## src/rtl/rstint_dispatch.sv

```systemverilog
// rstint_dispatch: queues decoded interrupt packets and presents them one at a time to the thread FSM.
// Latency: 1 cycle from pkt_vld to outputs when idle (FIFO bypass); back-to-back presentation on thr_ack.
// Backpressure: pkt_rdy low when FIFO full and no dequeue this cycle; valid packets then dropped, ovfl set.
// Optional RSTINT_COALESCE_EN: drop packets duplicating a queued or presented {type,tid}.
module rstint_dispatch #(
  parameter int DEPTH = 4,
  parameter int AW    = 2
) (
  input  logic          clk,
  input  logic          reset,
  input  logic          pkt_vld,
  input  logic [1:0]    pkt_type,
  input  logic [1:0]    pkt_tid,
  output logic          pkt_rdy,
  input  logic          thr_ack,
  output logic          rstint,
  output logic          nukeint,
  output logic          resumint,
  output logic [3:0]    rstthr,
  output logic [AW:0]   fifo_cnt,
  output logic          ovfl,
  input  logic          ovfl_clr
);

  typedef enum logic {ST_IDLE, ST_PRESENT} state_t;

  state_t        state;
  logic [1:0]    mem_type [DEPTH];
  logic [1:0]    mem_tid  [DEPTH];
  logic [AW-1:0] wr_ptr;
  logic [AW-1:0] rd_ptr;

  logic          fifo_empty;
  logic          fifo_full;
  logic          slot_free;
  logic          deq;
  logic          pkt_real;
  logic          dup;
  logic          enq_ok;
  logic          bypass;
  logic          push;
  logic          drop;
  logic [1:0]    sel_type;
  logic [1:0]    sel_tid;

  // Dequeue / enqueue / bypass decisions for this cycle
  always_comb begin
    fifo_empty = (fifo_cnt == '0);
    fifo_full  = (fifo_cnt == (AW+1)'(DEPTH));
    // Output stage can take a new entry: empty, or the presented one is being acked
    slot_free  = (state == ST_IDLE) | thr_ack;
    deq        = slot_free & ~fifo_empty;
    pkt_rdy    = ~fifo_full | deq;
    pkt_real   = pkt_vld & (pkt_type != 2'b00);
    enq_ok     = pkt_real & pkt_rdy & ~dup;
    bypass     = enq_ok & slot_free & fifo_empty;
    push       = enq_ok & ~bypass;
    drop       = pkt_real & ~pkt_rdy & ~dup;
    sel_type   = deq ? mem_type[rd_ptr] : pkt_type;
    sel_tid    = deq ? mem_tid[rd_ptr]  : pkt_tid;
  end

`ifdef RSTINT_COALESCE_EN
  logic [AW-1:0] scan_idx;
  logic [1:0]    cur_type;
  logic [1:0]    cur_tid;

  // Duplicate detection against the pre-dequeue queue contents and the presented entry
  always_comb begin
    dup      = 1'b0;
    scan_idx = '0;
    cur_type = {nukeint | resumint, rstint | resumint};
    cur_tid  = {rstthr[3] | rstthr[2], rstthr[3] | rstthr[1]};
    if ((state == ST_PRESENT) && (cur_type == pkt_type) && (cur_tid == pkt_tid))
      dup = 1'b1;
    for (int k = 0; k < DEPTH; k++) begin
      scan_idx = rd_ptr + AW'(k);
      if (((AW+1)'(k) < fifo_cnt) && (mem_type[scan_idx] == pkt_type) &&
          (mem_tid[scan_idx] == pkt_tid))
        dup = 1'b1;
    end
  end
`else
  // Duplicates are queued like any other packet
  always_comb begin
    dup = 1'b0;
  end
`endif

  // FIFO storage, pointers and occupancy (occupancy excludes the presented entry)
  always_ff @(posedge clk) begin
    if (reset) begin
      wr_ptr   <= '0;
      rd_ptr   <= '0;
      fifo_cnt <= '0;
    end else begin
      if (push) begin
        mem_type[wr_ptr] <= pkt_type;
        mem_tid[wr_ptr]  <= pkt_tid;
        wr_ptr           <= wr_ptr + 1'b1;
      end
      if (deq)
        rd_ptr <= rd_ptr + 1'b1;
      case ({push, deq})
        2'b10:   fifo_cnt <= fifo_cnt + 1'b1;
        2'b01:   fifo_cnt <= fifo_cnt - 1'b1;
        default: fifo_cnt <= fifo_cnt;
      endcase
    end
  end

  // Output stage FSM with registered interrupt level outputs
  always_ff @(posedge clk) begin
    if (reset) begin
      state    <= ST_IDLE;
      rstint   <= 1'b0;
      nukeint  <= 1'b0;
      resumint <= 1'b0;
      rstthr   <= 4'b0000;
    end else if (deq | bypass) begin
      state    <= ST_PRESENT;
      rstint   <= (sel_type == 2'b01);
      nukeint  <= (sel_type == 2'b10);
      resumint <= (sel_type == 2'b11);
      rstthr   <= 4'b0001 << sel_tid;
    end else if (slot_free) begin
      state    <= ST_IDLE;
      rstint   <= 1'b0;
      nukeint  <= 1'b0;
      resumint <= 1'b0;
      rstthr   <= 4'b0000;
    end
  end

  // Sticky overflow flag; a new drop wins over a same-cycle clear
  always_ff @(posedge clk) begin
    if (reset)
      ovfl <= 1'b0;
    else if (drop)
      ovfl <= 1'b1;
    else if (ovfl_clr)
      ovfl <= 1'b0;
  end

endmodule

```

## config.mk

```make
export PLATFORM = sky130hd
export DESIGN_NAME = rstint_dispatch
export DESIGN_NICKNAME = d
export VERILOG_FILES = /design/src/rtl/rstint_dispatch.sv
export SDC_FILE = /design/constraint.sdc
export NUM_CORES = 1
export LEC_CHECK = 0
export CORE_MARGIN = 3
export CORE_UTILIZATION = 50
export DETAILED_ROUTE_END_ITERATION = 7
export GPL_TIMING_DRIVEN = 1
export HOLD_SLACK_MARGIN = 0.08
export PLACE_DENSITY = 0.85
export SYNTH_ARGS = -nofsm -noshare
export SYNTH_HDL_FRONTEND = slang
export SYNTH_SLANG_ARGS = --single-unit
```

## constraint.sdc

```tcl
create_clock -name clk -period 2.67 [get_ports clk]
set_input_delay 0.4005 -clock clk [delete_from_list [all_inputs] [get_ports clk]]
set_output_delay 0.4005 -clock clk [all_outputs]
set_load 0.1 [all_outputs]
```

Word level (Yosys, flattened, before mapping)

Memory sizes are Yosys's and may differ from the RTL's. A register that Yosys moved wholly into a read port is not among the register bits.
Index checks and enable logic that the tools add are counted.

Equal/unequal tests: 6
Bitwise gates (word level): 15
$add $sub $neg: 4
Shift operators: 1
Reductions and logical operators: 5
Muxes and demuxes: 19

Operators with widths:

| operator                                             | number |
|---|---|
| two-way mux 2 bit                                    | 6 |
| two-way mux 1 bit                                    | 10 |
| two-way mux 4 bit                                    | 2 |
| nonzero test 2 bit                                   | 4 |
| bitwise AND 1 bit                                    | 7 |
| equality test 2 bit (second input constant)          | 3 |
| one-hot mux 3 bit (2 select lines)                   | 1 |
| inverter 1 bit                                       | 5 |
| adder 2 x 1 -> 2 bit (second input constant)         | 2 |
| equality test 2 x 1 -> 1 bit (second input constant) | 2 |
| << shifter 1 x 2 -> 4 bit (first input constant)     | 1 |
| adder 3 x 1 -> 3 bit (second input constant)         | 1 |
| equality test 3 bit (second input constant)          | 1 |
| zero test 3 bit                                      | 1 |
| OR 1 bit                                             | 3 |
| subtractor 3 x 1 -> 3 bit (second input constant)    | 1 |

Memories: 2
Flip-flop bits (word level): 16
Input port bits: 9
Logic and storage cells: 61
Output and inout port bits: 12
Memory bits (writable): 16

Memory list:

| name     | depth | width | rd ports | clocked after memory_dff | wr ports | RTL line | RTL |
|---|---|---|---|---|---|---|---|
| mem_tid  | 4     | 2     | 1        | 1                        | 1        | 29       | `logic [1:0] mem_tid [DEPTH];` |
| mem_type | 4     | 2     | 1        | 1                        | 1        | 28       | `logic [1:0] mem_type [DEPTH];` |

Logic depth before layout (Yosys ltp)

Depth in word-level cells: 12
Mapped depth: 10
Depth with buffers taken out: 10

Least setup slack after synthesis

No wires, ideal clock.

Kind: flip-flop to flip-flop
Start point: register fifo_cnt[0]
End point: register fifo_cnt[2]
Period minus slack after synthesis: 2.838 ns
Path slack: -0.168 ns
Data required time: 2.600 ns
Stages on the path, launching flop included: 11
Library setup time: 0.070 ns
Path buffers: 1
Arrival: 2.768 ns
Path through: dfxtp_1 -> or3_1 -> buf_2 -> nand2_1 -> inv_1 -> ha_1 -> inv_1 -> fa_1 -> xor2_1 -> or3_1 -> a21oi_1

Cells in the longest elaborated chain, start to end: 11
Elaborated cells on any way between the ends: 17

RTL lines:

| element                                                                         | RTL line | RTL |
|---|---|---|
| start: declaration                                                              | 20       | `output logic [AW:0] fifo_cnt,` |
| start signal: assignment                                                        | 105      | `2'b10: fifo_cnt <= fifo_cnt + 1'b1;` |
| start signal: assignment                                                        | 106      | `2'b01: fifo_cnt <= fifo_cnt - 1'b1;` |
| start signal: assignment                                                        | 107      | `default: fifo_cnt <= fifo_cnt;` |
| zero test 3 bit                                                                 | 48       | `fifo_empty = (fifo_cnt == '0);` |
| inverter 1 bit                                                                  | 52       | `deq = slot_free & ~fifo_empty;` |
| bitwise AND 1 bit                                                               | 52       |  |
| OR 1 bit                                                                        | 53       | `pkt_rdy = ~fifo_full \| deq;` |
| bitwise AND 1 bit                                                               | 55       | `enq_ok = pkt_real & pkt_rdy & ~dup;` |
| bitwise AND 1 bit (2 in series)                                                 | 56       | `bypass = enq_ok & slot_free & fifo_empty;` |
| inverter 1 bit                                                                  | 57       | `push = enq_ok & ~bypass;` |
| bitwise AND 1 bit                                                               | 57       |  |
| equality test 2 x 1 -> 1 bit / equality test 2 bit (equally long branches)      | 104      | `case ({push, deq})` |
| one-hot mux 3 bit (2 select lines) / nonzero test 2 bit (equally long branches) | n/a      |  |

Parallel ways exist; a longest one is shown, timed or not.
A chain may end at the register's enable or synchronous reset.

Worst setup path after layout

Start point: input thr_ack
End point: register fifo_cnt[2]

Cells in the longest elaborated chain, start to end: 10
Elaborated cells on any way between the ends: 12

RTL lines:

| element                                                                         | RTL line | RTL |
|---|---|---|
| start: declaration                                                              | 15       | `input logic thr_ack,` |
| OR 1 bit (*)                                                                    | 51       | `slot_free = (state == ST_IDLE) \| thr_ack;` |
| bitwise AND 1 bit                                                               | 52       |  |
| OR 1 bit                                                                        | 53       |  |
| bitwise AND 1 bit                                                               | 55       |  |
| bitwise AND 1 bit (2 in series)                                                 | 56       |  |
| inverter 1 bit                                                                  | 57       |  |
| bitwise AND 1 bit                                                               | 57       |  |
| equality test 2 x 1 -> 1 bit / equality test 2 bit (equally long branches)      | 104      |  |
| one-hot mux 3 bit (2 select lines) / nonzero test 2 bit (equally long branches) | n/a      |  |

Every way passes the cells marked *; elsewhere a longest branch is shown, timed or not.

==> results by group <==
Synth
  • Netlist Area Pre-Place: 1450 um^2
  • Mux cell area share after synthesis: 0.0622
  • Most common cell in the synthesized netlist: dfxtp_1
  • Adder and majority cell fraction of the synthesized area: 0.0570
  • Synth top area cells: edfxtp_1, dfxtp_1, mux4_2
  • Synthesized flop and latch total: 34
  • Post-synth top area cell: edfxtp_1
  • Largest family of logic cells by synthesized area: simple AND/OR/NAND/NOR gates
  • Post-Syn Nets: 141
  • Synthesized area per cell: 11.5 um^2
  • Post-Synth XOR/XNOR Area: 0.0363
  • Post-synth ARST share: 0
  • Post-synthesis simple-gate area fraction: 0.140
  • Most used flip-flop cell after synthesis: dfxtp_1
  • Synth top area share: 0.332
  • Post-synth EDFFs: 16
  • Post-synthesis compound-gate area fraction: 0.0924
  • Post-synth top cells: dfxtp_1, edfxtp_1, nor2_1, nand2_1
  • Cell count after synthesis: 126
  • Sequential element share of the synthesized area: 0.580
  • Post-synth cell types: 31
  • Synth warn: 0

Cells and area
  • Area Overhead vs Synth: 21.9%
  • Post-layout net count: around 170
  • Antenna Cells: 0
  • Ratio of cells with drive above 1 in the final layout: 0.222
  • Final Cell Area: 1770 um^2

Min path
  • Hold WC Path Type: flip-flop to flip-flop
  • Hold-critical path depth: 2
  • Hold Startpoint: rstint
  • Hold EP: rstint

Timing
  • RSZ-0062 raised after global routing: false
  • Period minus WS final: 2380 ps
  • Hold Vio Cnt, Final: 0
  • Fmax: roughly 0.42 GHz
  • Relative slew slack: 0.741
  • Final Setup Violations: 0
  • Layout Skew: 7.39 ps
  • PnR worst setup slack: 292 ps
  • Measured slew at the worst slew-check pin: between 300 and 400 ps
  • Final period util: 0.891
  • Fin. max-slew vios: 0
  • Fin Setup TNS: 0 ps
  • Hold_ws: 459 ps

Floorplan
  • I/O pins: 21
  • Die Ht: ~60 um
  • Die ar.: between 3000 and 4000 um^2
  • DIE WIDTH: about 60 um
  • Cell row count: 18
  • Core area: 2610 um^2
  • Initial cell density of the core: 0.555

Critical path
  • Worst setup EP type: flip-flop
  • Path type of the worst setup path: input port to flip-flop
  • CP startpoint kind: input port
  • Worst reg-to-reg path cell count: 10
  • Worst R2R Start: state
  • Critical R2R Capture: fifo_cnt[2]
  • R2r setup slk: 450 ps
  • Worst Path Required: between 2000 and 3000 ps
  • Crit path DAT: 2650 ps
  • Worst-path maximum fanout: 3

Power
  • Final Total Pwr: 1.78 mW
  • Cell Pwr Density: roughly 1000 nW/um^2
  • Peak supply drop: 0.00100 V
  • Leak pwr: 0.674 nW

Route
  • Avg WL per Cell: 15.3 um
  • Routed vias: a little over 1k
  • DRC Markers: 0
  • Router iterations before antenna repair: 4
  • Routed wire length: 2.87 mm
  • Drt via density: 5.49
  • First DRT Iteration DRCs: 31
  • Routed Antenna Nets: 0

GRT
  • Initial antenna violation count: 0
  • Largest net degree at the start of global routing: 19
  • Vias in the first global route: 1066
  • First-pass GRT wire length: 4.97 mm
  • Grt ovf: 0
  • Tot GR Track Use: 0.195

Place
  • Dpl hpwl: around 2.2 mm
  • Port-buffer cells: 20
  • GPL Wtd Cong: 0.824
  • Placement Setup Slack: -41.1 ps
  • Placed inst area: 1720 um^2

Job
  • Max cap viols: 0

Clocking
  • CTS tree: yes
  • CTS Buf Count: 5
  • H-tree levels: 2
  • Latest clock arrival within the worst-skew pair: 330 ps
  • Total clock sinks: 34
  • Setup bufs post-CTS: 0
  • Post-CTS resize count: 0
  • Post-cts hold buffer count: 0
  • CTS root buffer: clkbuf_4
  • Clock tree buffer depth: 2
  • Clock transition at path regs: 100 ps

Status
  • Outcome: finished clean
## per-layer routing
| metal | routed length [um] | vias up | global-route usage |
|---|---|---|---|
| li1 | - | 501 | - |
| met1 | 1190 | 499 | 0.227 |
| met2 | 1450 | 26 | 0.323 |
| met3 | 171 | 7 | 0.0799 |
| met4 | 61 | 0 | 0.0665 |
| met5 | 0 | - | 0 |
## power by group
group	total, mW	internal [mW]	switching [mW]
sequential	0.702	0.631	0.0700
clock	0.261	0.0988	0.163
combinational	0.817	0.261	0.555
total	1.78	0.992	0.788
## how the worst max path moves through the flow
stage                start     endpoint  slack [ps]  depth (start not counted)
2_1_floorplan  fifo_cnt[0]  fifo_cnt[2]         180                         10
3_3_place_gp       thr_ack  fifo_cnt[2]          70                         11
3_5_place_dp       thr_ack  fifo_cnt[2]         -40                         11
4_1_cts            thr_ack  fifo_cnt[2]         310                         11
5_1_grt            thr_ack  fifo_cnt[2]         150                         11
6_report           thr_ack  fifo_cnt[2]         290                         11
## state kept, by name (all words and copies together), names as in the netlist, named ones only
signal	count
rstthr	4
ovfl	1
resumint	1
mem_tid	8
rd_ptr	2
state	1
wr_ptr	2
mem_type	8
rstint	1
fifo_cnt	3
nukeint	1
## cells by family after synthesis
kind of cell    after synthesis
xor+xnor                      6
mux                           4
flops                        34
buf+inv                      12
compound gates               21
fa+ha+maj                     6
simple gates                 43
## per-stage QoR
stage,utilization,instances
2_1_floorplan,-,126
3_3_place_gp,0.657,180
3_5_place_dp,0.657,180
4_1_cts,0.676,188
5_1_grt,0.676,188
6_report,0.676,188
## layout by cell type (no fill, tap or decap), drive strengths merged
| cell type | n |
|---|---|
| a31oi | 1 |
| a22oi | 2 |
| xor2 | 3 |
| o21ai | 5 |
| nand2 | 12 |
| a21o | 1 |
| dfxtp | 18 |
| edfxtp | 16 |
| a32oi | 2 |
| ha | 5 |
| nand2b | 1 |
| and2 | 4 |
| clkinv | 2 |
| a21oi | 8 |
| fa | 1 |
| mux4 | 4 |
| inv | 8 |
| nor3 | 3 |
| or4 | 1 |
| nor2 | 15 |
| nand3 | 2 |
| a2bb2oi | 1 |
| xnor2 | 3 |
| a32o | 1 |
| clkdlybuf4s50 | 8 |
| or3 | 2 |
| buf | 20 |
| nor2b | 1 |
| nand3b | 1 |
| clkbuf | 6 |
| nor3b | 1 |
## critical path, cell delays in order
cell             delay (ps)
clkdlybuf4s50_1         450
nor2b_1                 230
xnor2_1                 150
a21oi_1                 100
inv_1                   110
ha_1                    190
inv_1                    60
fa_1                    370
xor2_1                  160
or3_1                   310
a21oi_1                 130
## area by class of cell
class,count,area [um^2]
clock buffer,6,41.3
clock inverter,2,8.76
fill,189,846
inverter,8,30.0
multi-input combinational,80,562
sequential,34,845
tap,30,37.5
timing repair buffer,28,243
No activity file was read; power rests on OpenSTA's default activity.
